`src/rtl/fifo_pkg.sv`:
```
// Shared definitions for the sync FIFO family: read-mode encoding and depth legality helpers.
package fifo_pkg;

  typedef enum logic {
    FIFO_STD  = 1'b0,
    FIFO_FWFT = 1'b1
  } fifo_mode_e;

  localparam int FIFO_MIN_DEPTH = 4;

  function automatic bit is_pow2(input int v);
    return (v > 0) && ((v & (v - 1)) == 0);
  endfunction

endpackage

```
`src/rtl/sync_fifo_mem.sv`:
```
// DEPTH x DATA_WIDTH register-array storage: synchronous write, asynchronous read.
module sync_fifo_mem
  import fifo_pkg::*;
#(
  parameter  int DATA_WIDTH = 8,
  parameter  int DEPTH      = 16,
  localparam int ADDR_W     = $clog2(DEPTH)
) (
  input  logic                  clk,
  input  logic                  we,
  input  logic [ADDR_W-1:0]     waddr,
  input  logic [DATA_WIDTH-1:0] wdata,
  input  logic [ADDR_W-1:0]     raddr,
  output logic [DATA_WIDTH-1:0] rdata
);

  logic [DEPTH-1:0][DATA_WIDTH-1:0] mem;

  // Contents are deliberately left unreset; validity is tracked by the pointers.
  for (genvar e = 0; e < DEPTH; e++) begin : g_entry
    always_ff @(posedge clk) begin
      if (we && (waddr == ADDR_W'(e))) mem[e] <= wdata;
    end
  end

  assign rdata = mem[raddr];

endmodule

```
`src/rtl/sync_fifo_prog.sv`:
```
// Single-clock FIFO with selectable standard/FWFT read, programmable almost-full/empty,
// occupancy count, synchronous flush and sticky overflow/underflow status.
module sync_fifo_prog
  import fifo_pkg::*;
#(
  parameter  int DATA_WIDTH = 8,
  parameter  int DEPTH      = 16,
  parameter  int FWFT       = 0,
  localparam int ADDR_W     = $clog2(DEPTH),
  localparam int CNT_W      = ADDR_W + 1
) (
  input  logic                  clk,
  input  logic                  rst_n,
  input  logic                  flush,
  input  logic                  w_en,
  input  logic [DATA_WIDTH-1:0] data_in,
  input  logic                  r_en,
  output logic [DATA_WIDTH-1:0] data_out,
  output logic                  data_valid,
  output logic [CNT_W-1:0]      count,
  input  logic [CNT_W-1:0]      af_thresh,
  input  logic [CNT_W-1:0]      ae_thresh,
  output logic                  full,
  output logic                  empty,
  output logic                  half_full,
  output logic                  almost_full,
  output logic                  almost_empty,
  output logic                  write_error,
  output logic                  read_error,
  output logic                  overflow,
  output logic                  underflow
);

  localparam fifo_mode_e       MODE    = (FWFT != 0) ? FIFO_FWFT : FIFO_STD;
  localparam logic [CNT_W-1:0] DEPTH_C = CNT_W'(DEPTH);
  localparam logic [CNT_W-1:0] HALF_C  = CNT_W'(DEPTH / 2);

  if (!is_pow2(DEPTH) || (DEPTH < FIFO_MIN_DEPTH)) begin : g_bad_depth
    $error("sync_fifo_prog: DEPTH must be a power of 2 and >= %0d", FIFO_MIN_DEPTH);
  end

  logic [ADDR_W-1:0]     wr_ptr, rd_ptr;
  logic [CNT_W-1:0]      cnt;
  logic [DATA_WIDTH-1:0] rdata;
  logic                  werr_q, rerr_q, ovf_q, unf_q;
  logic                  rd_acc, wr_acc, op_en;

  // Flags decode the registered count against live thresholds.
  assign empty        = (cnt == '0);
  assign full         = (cnt == DEPTH_C);
  assign half_full    = (cnt >= HALF_C);
  assign almost_full  = (cnt >= af_thresh);
  assign almost_empty = (cnt <= ae_thresh);
  assign count        = cnt;

  // A read frees a slot in the same cycle, so a full FIFO still takes a concurrent write.
  assign op_en  = rst_n && !flush;
  assign rd_acc = r_en && !empty;
  assign wr_acc = w_en && (!full || rd_acc);

  assign write_error = werr_q;
  assign read_error  = rerr_q;
  assign overflow    = ovf_q;
  assign underflow   = unf_q;

  sync_fifo_mem #(
    .DATA_WIDTH (DATA_WIDTH),
    .DEPTH      (DEPTH)
  ) u_mem (
    .clk   (clk),
    .we    (wr_acc && op_en),
    .waddr (wr_ptr),
    .wdata (data_in),
    .raddr (rd_ptr),
    .rdata (rdata)
  );

  always_ff @(posedge clk) begin
    if (!rst_n || flush) begin
      wr_ptr <= '0;
      rd_ptr <= '0;
      cnt    <= '0;
      werr_q <= 1'b0;
      rerr_q <= 1'b0;
      ovf_q  <= 1'b0;
      unf_q  <= 1'b0;
    end else begin
      if (wr_acc) wr_ptr <= wr_ptr + ADDR_W'(1);
      if (rd_acc) rd_ptr <= rd_ptr + ADDR_W'(1);
      case ({wr_acc, rd_acc})
        2'b10:   cnt <= cnt + CNT_W'(1);
        2'b01:   cnt <= cnt - CNT_W'(1);
        default: cnt <= cnt;
      endcase
      werr_q <= w_en && !wr_acc;
      rerr_q <= r_en && !rd_acc;
      ovf_q  <= ovf_q || (w_en && !wr_acc);
      unf_q  <= unf_q || (r_en && !rd_acc);
    end
  end

  if (MODE == FIFO_STD) begin : g_std
    logic [DATA_WIDTH-1:0] dout_q;
    logic                  dv_q;

    // Flush drops the valid pulse but keeps the last word on the bus.
    always_ff @(posedge clk) begin
      if (!rst_n) begin
        dout_q <= '0;
        dv_q   <= 1'b0;
      end else if (flush) begin
        dv_q   <= 1'b0;
      end else begin
        dv_q <= rd_acc;
        if (rd_acc) dout_q <= rdata;
      end
    end

    assign data_out   = dout_q;
    assign data_valid = dv_q;
  end else begin : g_fwft
    assign data_out   = rdata;
    assign data_valid = !empty;
  end

endmodule

```
`config.mk`:
```
export PLATFORM = sky130hd
export DESIGN_NAME = sync_fifo_prog
export DESIGN_NICKNAME = d
export VERILOG_FILES = /design/src/rtl/fifo_pkg.sv /design/src/rtl/sync_fifo_mem.sv /design/src/rtl/sync_fifo_prog.sv
export SDC_FILE = /design/constraint.sdc
export NUM_CORES = 1
export LEC_CHECK = 0
export ABC_AREA = 1
export ABC_CLOCK_PERIOD_IN_PS = 2550
export BUFFER_PORTS_ARGS = -buffer_cell sky130_fd_sc_hd__clkbuf_2
export CAP_MARGIN = 20
export CORE_ASPECT_RATIO = 1.25
export CORE_UTILIZATION = 42
export DETAILED_ROUTE_END_ITERATION = 8
export GPL_TIMING_DRIVEN = 0
export REMOVE_ABC_BUFFERS = 1
export SLEW_MARGIN = 20
export SYNTH_ARGS = -nofsm -noshare
export SYNTH_HDL_FRONTEND = slang
export SYNTH_SLANG_ARGS = --single-unit
```
`constraint.sdc`:
```
create_clock -name clk -period 2.55 [get_ports clk]
set_input_delay 0.1275 -clock clk [delete_from_list [all_inputs] [get_ports clk]]
set_output_delay 0.1275 -clock clk [all_outputs]
set_load 0.03 [all_outputs]
```
# [After elaboration in Yosys (flattened, before gate mapping)]
# Index checks and enable logic that the tools add are counted.
[word_totals] reg_bits=154 out_inout_bits=23 wordCells=93
[op_classes] add_sub_neg=4 n_lt_le_gt_ge=4 eq_ne=18 n_mux=3 bitwise_logic=2 n_reduce_logical=37
[ops] cell="8-bit binary-select mux with 4-bit select" count=1
[ops] cell="4-bit equality test (second input constant)" count=8
[ops] cell="1-bit logical AND" count=22
[ops] cell="4-bit by 3-bit equality test with 1-bit output (second input constant)" count=4
[ops] cell="5-bit one-hot mux with 2 select lines" count=1
[ops] cell="4-bit by 1-bit adder with 4-bit output (second input constant)" count=2
[ops] cell="4-bit by 2-bit equality test with 1-bit output (second input constant)" count=2
[ops] cell="8-bit 2-to-1 mux" count=1
[ops] cell="1-bit zero test" count=6
[ops] cell="5-bit by 1-bit adder with 5-bit output (second input constant)" count=1
[ops] cell="5-bit equality test (second input constant)" count=1
[ops] cell="5-bit by 4-bit >= comparator with 1-bit output (second input constant)" count=1
[ops] cell="5-bit >= comparator" count=1
[ops] cell="5-bit less-or-equal comparator" count=1
[ops] cell="5-bit zero test" count=1
[ops] cell="4-bit by 5-bit less-than comparator with 1-bit output (second input constant)" count=1
[ops] cell="5-bit by 1-bit subtractor with 5-bit output (second input constant)" count=1
[ops] cell="4-bit by 1-bit equality test with 1-bit output (second input constant)" count=1
[ops] cell="4-bit zero test" count=1
[ops] cell="1-bit logical OR" count=4
[ops] cell="2-bit by 1-bit equality test with 1-bit output (second input constant)" count=1
[ops] cell="2-bit equality test (second input constant)" count=1
[ops] cell="1-bit NOT" count=2
[ops] cell="2-bit AND reduction" count=1
[ops] cell="2 further kinds" count=2

# [Longest topological paths before layout]
[depth] depth_word=8 depth_mapped=13

# [Hierarchy]
# Synthesis repeated with hierarchy kept, for this count alone.
[unflattened] cells_unflattened=731 area_unflattened_um2=7089.3
[modules_own_cells] mod="sync_fifo_mem" instances=1 cells_each=545 area_per_inst_um2=5621.6 seq_area_each_um2=3843.7
[modules_own_cells] mod="sync_fifo_prog" instances=1 cells_each=186 area_per_inst_um2=1467.7 seq_area_each_um2=520.5

# [Worst setup path after synthesis]
# Ideal clock, no wire load.
[synth_path] path_kind="register to register" start="register cnt[1], in the netlist count[1]" end="register cnt[4], in the netlist count[4]" arrival_time_ps=1911 required_time_ps=2434 slack_ps=522 stages_incl_launch_ff=12 path_buffers=0 period_less_slack_ps=2028 cell_sequence="dfxtp_1 -> nor2_1 -> nand3_2 -> nand2_4 -> inv_2 -> nand2_4 -> fa_1 -> nand3b_1 -> nand3_1 -> nand2_1 -> a21oi_1 -> nor2_1"
[synth_via] elab_chain_len=7 word_cells_on_any_way=13 cone_classes="add/sub: 2; eq/ne: 3; mux: 1; reduce/logical: 7"
[synth_lines] item="from (decl)" line_no="sync_fifo_prog.sv:43" source="logic [CNT_W-1:0] cnt;"
[synth_lines] item="from (signal assigned)" line_no="sync_fifo_prog.sv:91" source="2'b10: cnt <= cnt + CNT_W'(1);"
[synth_lines] item="from (signal assigned)" line_no="sync_fifo_prog.sv:92" source="2'b01: cnt <= cnt - CNT_W'(1);"
[synth_lines] item="from (signal assigned)" line_no="sync_fifo_prog.sv:93" source="default: cnt <= cnt;"
[synth_lines] item="5-bit zero test" line_no="sync_fifo_prog.sv:49" source="assign empty = (cnt == '0);"
[synth_lines] item="1-bit zero test" line_no="sync_fifo_prog.sv:58" source="assign rd_acc = r_en && !empty;"
[synth_lines] item="1-bit logical AND" line_no="sync_fifo_prog.sv:58"
[synth_lines] item="1-bit logical OR" line_no="sync_fifo_prog.sv:59" source="assign wr_acc = w_en && (!full || rd_acc);"
[synth_lines] item="1-bit logical AND" line_no="sync_fifo_prog.sv:59"
[synth_lines] item="2-bit by 1-bit equality test with 1-bit output or 2-bit equality test (tied branches)" line_no="sync_fifo_prog.sv:90" source="case ({wr_acc, rd_acc})"
[synth_lines] item="5-bit one-hot mux with 2 select lines or 2-bit nonzero test (tied branches)"
# Parallel ways exist; a longest one is shown, timed or not.
# A chain may end at the register's enable or synchronous reset.

# [Final worst setup path]
[layout_path] start="register rd_ptr[2]" end="register g_std.dout_q[2], in the netlist data_out[2]"
[layout_via] elab_chain_len=2
[layout_lines] item="from (decl)" line_no="sync_fifo_prog.sv:42" source="logic [ADDR_W-1:0] wr_ptr, rd_ptr;"
[layout_lines] item="from (signal assigned)" line_no="sync_fifo_prog.sv:89" source="if (rd_acc) rd_ptr <= rd_ptr + ADDR_W'(1);"
[layout_lines] item="8-bit binary-select mux with 4-bit select" line_no="sync_fifo_mem.sv:26" source="assign rdata = mem[raddr];"
[layout_lines] item="8-bit 2-to-1 mux (implied by the code)" line_no="sync_fifo_mem.sv:26"
[layout_lines] item="to (signal assigned)" line_no="sync_fifo_prog.sv:115" source="if (rd_acc) dout_q <= rdata;"
[layout_lines] item="to (decl)" line_no="sync_fifo_prog.sv:103" source="logic [DATA_WIDTH-1:0] dout_q;"
# No other way between the ends. The select of a mux whose other input is x is not followed.

==> flow_summary_export.csv <==
group,metric,value,unit
global_routing,grt_max_degree,68,
worst_setup_path,required,2.93,ns
floorplan,core,0.01620,mm2
synthesis,synth_largest_area_cell,"edfxtp_1",
clock_network,insertion_delay,0.43,ns
clock_network,ctsLongestPathBuffers,2,
route,drt-wirelength-per-cell,15.80,um
sta,tightest_slew,0.9415,ns
worst_setup_path,cp_max_fo,19,
pwr,power.leakage,3.374,nW
synthesis,synth_top_area_share,55.12,%
job,maxCapViolations,0,
route,drt_iter0_markers,309,
min_path,hp-class,"in2reg",
synthesis,synth_simple_gate_area_share,21.32,%
pwr,peakVddDrop,0.4562,mV
worst_setup_path,r2r_start,"rd_ptr[2]",
worst_setup_path,end_kind,"flop",
clock_network,cts_tree,"built",
layout,multiInputGateArea,0.002017,mm2
global_routing,grt_pass1_wl,24270,um
worst_setup_path,worstSetupStartpointType,"flop",
global_routing,antenna_found_initial,0,
floorplan,boundaryPins,46,
synthesis,synth_seq_cells,154,
route,num_vias,4820,
clock_network,cts_resized,0,
clock_network,postCtsSetupBuffers,0,
global_routing,globalRouteTotalUtil,19.59,%
sta,fin_crit,2.457,ns
layout,instances_no_fill,974,
layout,post-route-util,48.52,%
layout,seq_area,0.004369,mm2
placement,dp_hpwl,9641,um
sta,drv_slew,0,
route,finalWirelength,15390,um
placement,portBuffers,45,
min_path,whs_path_depth,3,
route,drt_first_pass_iters,5,
worst_setup_path,r2r_slack,0.09,ns
synthesis,synth_xor_area_share,0.5024,%
worst_setup_path,cp_common_cell,"nand3_1",
layout,finalNetCount,787,
synthesis,ys_seq_area_share,62.59,%
synthesis,synth_top_family_by_area,"simple AND/OR/NAND/NOR gates",
synthesis,syn_inst,707,
floorplan,start_util,43.04,%
sta,rsz0062_at_grt,"false",
synthesis,synth.area.top_cells,"edfxtp_1, nand2_1, dfxtp_1, nand3_1, inv_1",
clock_network,cts_sinks,154,
worst_setup_path,reg2reg_depth,6,
worst_setup_path,cp_num_buf_inv,2,
pwr,power.density,705.3,mW/mm2
sta,hold_slack,0.03004,ns
worst_setup_path,crit_type,"reg2reg",
worst_setup_path,cp_top_family,"flip-flops",
placement,gp_congestion,0.8961,
floorplan,die_w,117.2,um
route,final_antenna_net_count,0,
min_path,min-delay-start,"r_en",
sta,hold_viol_final,0,
worst_setup_path,slowest_stage,"dfxtp_1",
layout,drive_gt1_share,11.48,%
sta,setup_tns,0,ns
layout,n_fill_cell,1478,
run_status,outcome,"finished, final reports clean",
global_routing,grt_pass1_vias,4725,
synthesis,synth_compound_area_share,3.589,%
sta,finalClockSkew,0.009653,ns
clock_network,htreeDepth,4,
sta,finalSetupViolations,0,
worst_setup_path,max_stage_delay,0.93,ns
layout,n_antenna_cell,0,
synthesis,syn_area,0.006973,mm2
clock_network,clkTransAtPathRegs,0.05,ns
floorplan,rows,52,
synthesis,ys_types,30,
synthesis,synth_fa_ha_area_share,3.517,%
floorplan,die-area,0.01712,mm2
clock_network,clockRootBuffer,"clkbuf_16",
route,viasPerCell,4.949,
global_routing,grt_overflow,0,
worst_setup_path,cp.arrival,2.83,ns
sta,max_clock_freq,407.0,MHz
floorplan,dieHeight,146.1,um
synthesis,synthMuxAreaShare,0,%
synthesis,ys_warn_count,0,
synthesis,avgSynthCellArea,9.863,um2
min_path,hold_path_end,"read_error",
pwr,power,0.005545,W
clock_network,cts_buffers,17,
route,drc,0,
layout,syn_to_final_growth,12.74,%
sta,slew_headroom,37.15,%
placement,place_inst,941,
sta,min_period_over_period,96.36,%
clock_network,holdBufCountCts,1,
worst_setup_path,cp_cell_sequence,"clkinv_1 -> nand3_1 -> nand3_1 -> nand3_1 -> nand2_1 -> inv_1",
worst_setup_path,r2r_end,"data_out[2]",
==> logic make-up (layout without fill, tap and decap cells) <==
group / Yosys count / after routing
xor gates and xnor gates: 4 / 4
DFF: 154 / 154
adders and majority gates: 19 / 19
AOI/OAI and AO/OA: 44 / 44
buffers and inverters: 135 / 186
and+or+nand+nor: 351 / 351
==> registers in the layout, summed over array words and instances, names as in the netlist <==
register and count:
overflow 1, u_mem.mem 128, rd_ptr 4, underflow 1
count 5, data_out 8, wr_ptr 4, write_error 1
data_valid 1, read_error 1
==> area by class of cell <==
| cell class | instances | area share, % |
|---|---|---|
| sequential | 154 | 55.58 |
| inverter | 107 | 5.141 |
| tap | 216 | 3.438 |
| clock buffer | 30 | 6.812 |
| timing repair buffer | 47 | 3.247 |
| clock inverter | 2 | 0.1273 |
| multi-input combinational | 418 | 25.66 |
==> worst max path at each step <==
stage                         start       endpoint  slack (ns)  cells past startpoint
final                     rd_ptr[2]    data_out[2]        0.09                      6
after global routing       count[2]  u_mem.mem[98]       0.003                      6
after CTS                 rd_ptr[2]    data_out[2]        0.17                      6
after detailed placement      rst_n  u_mem.mem[39]       -0.21                      7
after global placement    rd_ptr[0]    data_out[6]       -1.96                      7
after floorplan           rd_ptr[0]    data_out[1]       -0.18                      7
==> power by group <==
group	internal [W]	switching, W	leakage [nW]
registers	0.00275	0.0000431	1.36
clock network	0.00140	0.000899	0.268
logic	0.000136	0.000313	1.74
total	0.00429	0.00125	3.37
==> layout by cell type (no fill, tap or decap), drive strengths merged <==
cell type / count
a21oi: 13
buf: 1
clkbuf: 75
clkinv: 4
dfxtp: 26
dlygate4sd3: 1
edfxtp: 128
fa: 1
ha: 18
inv: 105
nand2: 195
nand3: 100
nand3b: 1
nor2: 52
nor3: 2
o21a: 8
o21ai: 20
o21bai: 2
o22ai: 1
or2: 1
xnor2: 1
xor2: 3
==> stage by stage <==
stage / setup slack [ns] / area, um2
2_1_floorplan: -0.1785 / 6783
3_3_place_gp: -1.956 / 7278
3_5_place_dp: -0.2144 / 7306
4_1_cts: 0.1694 / 7861
5_1_grt: 0.002923 / 7861
6_report: 0.09290 / 7861
==> per-layer routing <==
layer	GRT usage, %	part of all wire, %	vias up
met5	0	0	-
met4	8.354	2.6	0
met3	4.815	5.2	30
met2	32.65	51	123
met1	23.85	42	2290
li1	-	-	2377
==> synthesized netlist by cell type <==
library cell,count
nand2_1,192
edfxtp_1,128
inv_1,99
nand3_1,99
nor2_1,49
dfxtp_1,26
o21ai_0,19
ha_1,18
a21oi_1,13
buf_4,10
buf_2,8
o21a_1,8
inv_2,6
buf_6,5
clkbuf_1,5
xor2_1,3
clkinv_1,2
nand2_4,2
nor2_2,2
nor3_1,2
o21bai_1,2
fa_1,1
nand2_2,1
nand3_2,1
nand3b_1,1
nor2_4,1
o21ai_2,1
o22ai_1,1
or2_2,1
xnor2_1,1
==> tightest hold or removal path: cells and delay by family <==
kind                   cells  cell delay [ns]
buffers and inverters      2             0.22
and+or+nand+nor            1             0.05
(Power assumes the default switching activity.)
